`config.mk`:
```
export PLATFORM = sky130hd
export DESIGN_NAME = decode_queue
export DESIGN_NICKNAME = d
export VERILOG_FILES = /design/src/rtl/decode_queue.sv
export SDC_FILE = /design/constraint.sdc
export NUM_CORES = 1
export LEC_CHECK = 0
export ABC_AREA = 1
export CORE_ASPECT_RATIO = 0.5
export CORE_MARGIN = 2
export CORE_UTILIZATION = 50
export CTS_CLUSTER_DIAMETER = 40
export DETAILED_ROUTE_END_ITERATION = 6
export PLACE_DENSITY = 0.74
export RECOVER_POWER = 50
export SYNTH_ARGS = -nofsm -noshare
export SYNTH_HDL_FRONTEND = slang
export SYNTH_SLANG_ARGS = --single-unit
```
`constraint.sdc`:
```
create_clock -name clock -period 6.81 [get_ports clock]
set_clock_uncertainty 0.2 [all_clocks]
set_input_delay 1.362 -clock clock [delete_from_list [all_inputs] [get_ports clock]]
set_output_delay 1.362 -clock clock [all_outputs]
set_load 0.01 [all_outputs]
```
`src/rtl/decode_queue.sv`:
```
// decode_queue: DEPTH-entry instruction FIFO feeding a registered RV32I decoder.
// Optional DECODE_ILLEGAL_TRAP_EN: present unsupported opcodes and stall on them.
module decode_queue #(
  parameter int DEPTH = 4,
  parameter int XLEN  = 32
) (
  input  logic            clock,
  input  logic            reset,
  input  logic            flush,
  input  logic            in_valid,
  input  logic [31:0]     in_instr,
  input  logic [XLEN-1:0] in_pc,
  output logic            in_ready,
  output logic            out_valid,
  input  logic            out_ready,
  output logic [6:0]      operatorType,
  output logic [2:0]      operatorSubType,
  output logic            operatorFlag,
  output logic [4:0]      reg1,
  output logic [4:0]      reg2,
  output logic [4:0]      destreg,
  output logic [XLEN-1:0] data1,
  output logic [XLEN-1:0] data2,
  output logic [XLEN-1:0] pc_out,
  output logic [31:0]     instr_out,
  output logic            regWrite,
  output logic            illegal
);

  localparam int PW = (DEPTH > 1) ? $clog2(DEPTH) : 1;
  localparam int CW = $clog2(DEPTH + 1);

  if (XLEN != 32) begin : g_xlen_chk
    $error("decode_queue supports XLEN=32 only");
  end

  typedef struct packed {
    logic [6:0]  ty;
    logic [2:0]  sub;
    logic        flag;
    logic [4:0]  r1;
    logic [4:0]  r2;
    logic [4:0]  rd;
    logic [31:0] d1;
    logic [31:0] d2;
    logic        rw;
    logic        ill;
  } dec_t;

  function automatic dec_t decode(input logic [31:0] i);
    dec_t d;
    logic [31:0] imm_i, imm_s, imm_b, imm_u, imm_j;
    logic shift;
    imm_i = {{20{i[31]}}, i[31:20]};
    imm_s = {{20{i[31]}}, i[31:25], i[11:7]};
    imm_b = {{19{i[31]}}, i[31], i[7], i[30:25], i[11:8], 1'b0};
    imm_u = {i[31:12], 12'b0};
    imm_j = {{11{i[31]}}, i[31], i[19:12], i[20], i[30:21], 1'b0};
    // funct3 001 (SLLI) and 101 (SRLI/SRAI)
    shift = (i[13:12] == 2'b01);
    d = '0;
    d.ty = i[6:0];
    unique case (i[6:0])
      7'b0110111, 7'b0010111: begin
        d.rd = i[11:7];
        d.d1 = imm_u;
      end
      7'b1101111: begin
        d.rd = i[11:7];
        d.d1 = imm_j;
      end
      7'b1100111, 7'b0000011: begin
        d.rd  = i[11:7];
        d.r1  = i[19:15];
        d.sub = i[14:12];
        d.d2  = imm_i;
      end
      7'b1100011: begin
        d.r1  = i[19:15];
        d.r2  = i[24:20];
        d.sub = i[14:12];
        d.d2  = imm_b;
      end
      7'b0100011: begin
        d.r1  = i[19:15];
        d.r2  = i[24:20];
        d.sub = i[14:12];
        d.d2  = imm_s;
      end
      7'b0010011: begin
        d.rd   = i[11:7];
        d.r1   = i[19:15];
        d.sub  = i[14:12];
        d.flag = shift & i[30];
        d.d2   = shift ? {27'b0, i[24:20]} : imm_i;
      end
      7'b0110011: begin
        d.rd   = i[11:7];
        d.r1   = i[19:15];
        d.r2   = i[24:20];
        d.sub  = i[14:12];
        d.flag = i[30];
      end
      7'b0001111: begin
        d.sub = i[14:12];
        d.d2  = {24'b0, i[27:20]};
      end
      default: d.ill = 1'b1;
    endcase
    d.rw = (d.rd != 5'd0);
    return d;
  endfunction

  function automatic logic [PW-1:0] nxt(input logic [PW-1:0] p);
    return (p == PW'(DEPTH - 1)) ? '0 : p + 1'b1;
  endfunction

  logic [XLEN+31:0] mem_q [DEPTH];
  logic [PW-1:0]    head_q, head_d, tail_q, tail_d;
  logic [CW-1:0]    count_q, count_d;
  logic             valid_q, valid_d;
  dec_t             dec_q, dec_d, dec_s;
  logic [XLEN-1:0]  pc_q, pc_d, src_pc;
  logic [31:0]      ins_q, ins_d, src_ins;
  logic             push, load, pop, bypass, wr, hold;

`ifdef DECODE_ILLEGAL_TRAP_EN
  assign hold = valid_q & dec_q.ill;
`else
  assign hold = 1'b0;
`endif

  assign in_ready = !reset && (count_q < CW'(DEPTH));

  always_comb begin
    push   = in_valid && in_ready && !flush;
    load   = (!valid_q || out_ready) && !hold && !flush;
    pop    = load && (count_q != '0);
    bypass = load && (count_q == '0) && push;
    wr     = push && !bypass;
    {src_pc, src_ins} = pop ? mem_q[head_q] : {in_pc, in_instr};
    dec_s   = decode(src_ins);
    head_d  = pop ? nxt(head_q) : head_q;
    tail_d  = wr ? nxt(tail_q) : tail_q;
    count_d = count_q + CW'(wr) - CW'(pop);
    valid_d = valid_q;
    dec_d   = dec_q;
    pc_d    = pc_q;
    ins_d   = ins_q;
    if (flush) begin
      head_d  = '0;
      tail_d  = '0;
      count_d = '0;
      valid_d = 1'b0;
    end else if (pop || bypass) begin
      valid_d = 1'b1;
`ifndef DECODE_ILLEGAL_TRAP_EN
      valid_d = !dec_s.ill;
`endif
      if (valid_d) begin
        dec_d = dec_s;
        pc_d  = src_pc;
        ins_d = src_ins;
      end
    end else if (load) begin
      valid_d = 1'b0;
    end
  end

  always_ff @(posedge clock) begin
    if (reset) begin
      head_q  <= '0;
      tail_q  <= '0;
      count_q <= '0;
      valid_q <= 1'b0;
      dec_q   <= '0;
      pc_q    <= '0;
      ins_q   <= '0;
    end else begin
      head_q  <= head_d;
      tail_q  <= tail_d;
      count_q <= count_d;
      valid_q <= valid_d;
      dec_q   <= dec_d;
      pc_q    <= pc_d;
      ins_q   <= ins_d;
    end
  end

  always_ff @(posedge clock) begin
    if (wr) mem_q[tail_q] <= {in_pc, in_instr};
  end

  assign out_valid       = valid_q;
  assign operatorType    = dec_q.ty;
  assign operatorSubType = dec_q.sub;
  assign operatorFlag    = dec_q.flag;
  assign reg1            = dec_q.r1;
  assign reg2            = dec_q.r2;
  assign destreg         = dec_q.rd;
  assign data1           = dec_q.d1;
  assign data2           = dec_q.d2;
  assign regWrite        = dec_q.rw;
  assign illegal         = dec_q.ill;
  assign pc_out          = pc_q;
  assign instr_out       = ins_q;

endmodule
```
==> flow_summary.json <==
{
  "synthesis.instances": 1848,
  "synth-main-ff-cell": "edfxtp_1",
  "violated_checks": "capacitance limit, slew limit",
  "die_area_um2": 35400,
  "max-clock-path-buffers": 3,
  "drc_markers": 0,
  "fin_crit_ns": 5.49,
  "finalWeightedCongestion": 0.881,
  "achievable-frequency_mhz": 182,
  "powerDensity_nw_per_um2": 241,
  "finalNetCount": 2077,
  "worst_setup_path_start_kind": "primary input",
  "netSwitchingPower_uw": 1120,
  "final-hold-violation-count": 0,
  "post_drt_wl_per_cell_um": 17.2,
  "tritoncts_num_sinks": 394,
  "leakage_uw": 0.00836,
  "setup.worst_path.end_class": "flop",
  "tightest_slew_ns": 2.29,
  "clock_latency_at_the_later_pin_of_the_worst_skew_pair_ns": 0.55,
  "post_cts.resized_instances": 0,
  "final.period_utilization": 0.807,
  "max_cap_violations": 2,
  "timing.rr.end": "instr_out[11]$_SDFFE_PP0P_",
  "hp-start": "instr_out[18]$_SDFFE_PP0P_",
  "core.rowCount": 47,
  "min_delay_worst_endpoint": "instr_out[18]$_SDFFE_PP0P_",
  "switching_share": 0.226,
  "cts_tree": "done",
  "port_buffers": 224,
  "internal_dissipation_uw": 3820,
  "status": "complete, but fails checks",
  "finalSetupViolCount": 0,
  "r2r_cells": 16,
  "seq_power_share": 0.520,
  "power.ir.vdd_worst_uv": 115,
  "cts_inserted_buffers": 38,
  "gr_overflow_total": 0,
  "initial_utilization": 0.510,
  "vias": 13124,
  "sequential_cell_area_fraction_in_the_yosys_report": 0.618,
  "worst-r2r-setup-slack_ns": 1.95,
  "boundaryPins": 227,
  "postCtsSetupBuffers": 0,
  "maxSlewHeadroom": -0.526,
  "finalCoreUtilization": 0.617,
  "syn_area_um2": 16900,
  "detail_route.wirelength_um": 42500,
  "grt_pass1_wl_um": 66600,
  "area_growth_syn_to_layout_pct": 21.0,
  "ys_seq_elements": 394,
  "maxSlewViolCount": 72,
  "worst-endpoint-required_ns": 7.08,
  "nFillCells": 2749,
  "synth-edff-count": 256,
  "clockPowerShare": 0.424,
  "grt_max_degree": 83,
  "vias_in_the_first_global_route": 12323,
  "fp.dieW_um": 264,
  "hold_path_class": "flop to flop",
  "antenna_found_initial": 3,
  "comb_power_share": 0.056,
  "path_clk_slew_ns": 0.06,
  "depth_of_the_cts_h_tree": 2,
  "dr.first_iter.drc_count": 1266,
  "postRouteAntennaNets": 0,
  "drive_above_1_share": 0.0562,
  "drtPass1Iterations": 6,
  "synth_cell_type_count": 34,
  "critical_path.max_fanout": 40,
  "root_buffer_cell": "clkbuf_16",
  "detailed_place_hpwl_um": 26300,
  "worst_path_arrival_ns": 5.77,
  "synth-async-reset-ratio": 0,
  "via_per_inst": 5.31,
  "coreArea_um2": 33200,
  "postCtsHoldBufs": 0,
  "global_route.usage.total": 0.238,
  "synthesis.area_per_instance_um2": 9.15,
  "synth-warning-count": 0,
  "rsz0062_at_grt": "no",
  "path_class": "primary input to flop",
  "chipHeight_um": 134,
  "hold-path-cell-count": 2,
  "total_negative_setup_slacks_ns": 0
}
cells in the mapped netlist (14+ instances only):
cell type,instances,area [um^2]
a21oi_1,87,435
buf_2,14,70.1
buf_4,43,323
clkbuf_1,77,289
dfxtp_1,138,2760
edfxtp_1,256,7690
inv_1,121,454
nand2_1,428,1610
nand3_1,124,621
nor2_1,304,1140
o21ai_0,141,706
o22ai_1,46,288
layout make-up:
| type | instances | area (um^2) | share of cell area |
|---|---|---|---|
| flip-flops and latches | 394 | 10500 | 0.511 |
| multi-input cells | 1186 | 5320 | 0.260 |
| repair buffers | 250 | 2430 | 0.119 |
| clock buffers | 46 | 1040 | 0.0509 |
| well taps | 441 | 552 | 0.0270 |
| inverters | 130 | 489 | 0.0239 |
| clock inverters | 21 | 178 | 0.00868 |
| diodes | 2 | 5.00 | 0.000244 |
power groups by stage:
stage / logic [uW] / clock network (uW) / registers, uW
after detailed placement: 283 / 0 / 2620
final: 278 / 2090 / 2570
after global placement: 280 / 0 / 2620
after CTS: 284 / 2120 / 2570
after global routing: 307 / 2210 / 2570
after floorplan: 154 / 0 / 2620
sequential cells by signal (all words and copies together), names as in the netlist, 6 cells and up, named ones only:
signal,count
operatorType,6
pc_out,32
mem_q,256
data2,13
instr_out,26
data1,31
cells in the final DEF (no fill, tap or decap), drive strengths merged, types with 7 or more instances in the layout:
| cell type | n |
|---|---|
| a21oi | 87 |
| buf | 24 |
| clkbuf | 49 |
| clkdlybuf4s50 | 23 |
| clkinv | 14 |
| dfxtp | 138 |
| dlygate4sd3 | 200 |
| edfxtp | 256 |
| ha | 7 |
| inv | 133 |
| nand2 | 433 |
| nand3 | 125 |
| nand3b | 13 |
| nor2 | 310 |
| o21ai | 147 |
| o22ai | 46 |
worst max-delay path, stage by stage:
cell and delay [ns]:
dlygate4sd3_1 0.57, inv_1 0.06, nand2_1 0.16, nor2_4 0.38, clkbuf_1 1.67, ha_1 0.49
inv_1 0.06, ha_1 0.13, inv_1 0.05, fa_1 0.40, or2_2 0.30, a21oi_1 0.13
layer usage:
metal,up-vias,global-route usage,share of wire
met5,-,0,0.00031
met4,2,0.0855,0.024
met3,80,0.0362,0.058
met2,442,0.406,0.49
met1,6205,0.312,0.42
li1,6395,-,-
stage by stage:
stage               hold slack (ns)  instance area [um^2]  cells  total power, uW  worst slack [ns]
finish                        0.259                 20500   2470             4930              1.32
global route                  0.284                 20500   2470             5080              1.04
CTS                           0.264                 20500   2468             4970              1.94
detailed placement            0.256                 19300   2401             2900              1.38
global placement              0.249                 19300   2401             2900              1.51
floorplan                     0.281                 16900   1849             2770              1.47
cells by family (layout without fill, tap and decap cells):
family                   count (synthesis)  count (layout)  share of synthesized area
other                                    1               4                   0.000222
AND/OR/NAND/NOR                        884             884                      0.211
flip-flops                             394             394                      0.618
AO/OA/AOI/OAI                          291             291                     0.0925
buffers and inverters                  269             447                     0.0712
adder cells (fa/ha/maj)                  8               8                    0.00636
XOR/XNOR                                 1               1                   0.000518
worst max-delay path by stage:
stage | from | end | cells after the start | slack (ns)
4_1_cts | out_ready | data2[10]$_SDFFE_PP0P_ | 16 | 1.94
3_3_place_gp | out_ready | operatorSubType[0]$_SDFFE_PP0P_ | 16 | 1.51
6_report | flush | count_q[2]$_SDFF_PP0_ | 12 | 1.32
5_1_grt | flush | count_q[2]$_SDFF_PP0_ | 12 | 1.04
3_5_place_dp | out_ready | data1[17]$_SDFFE_PP0P_ | 16 | 1.38
2_1_floorplan | reset | mem_q[0][0]$_DFFE_PP_ | 4 | 1.47
Note: power is estimated with default switching activity, not from simulation.
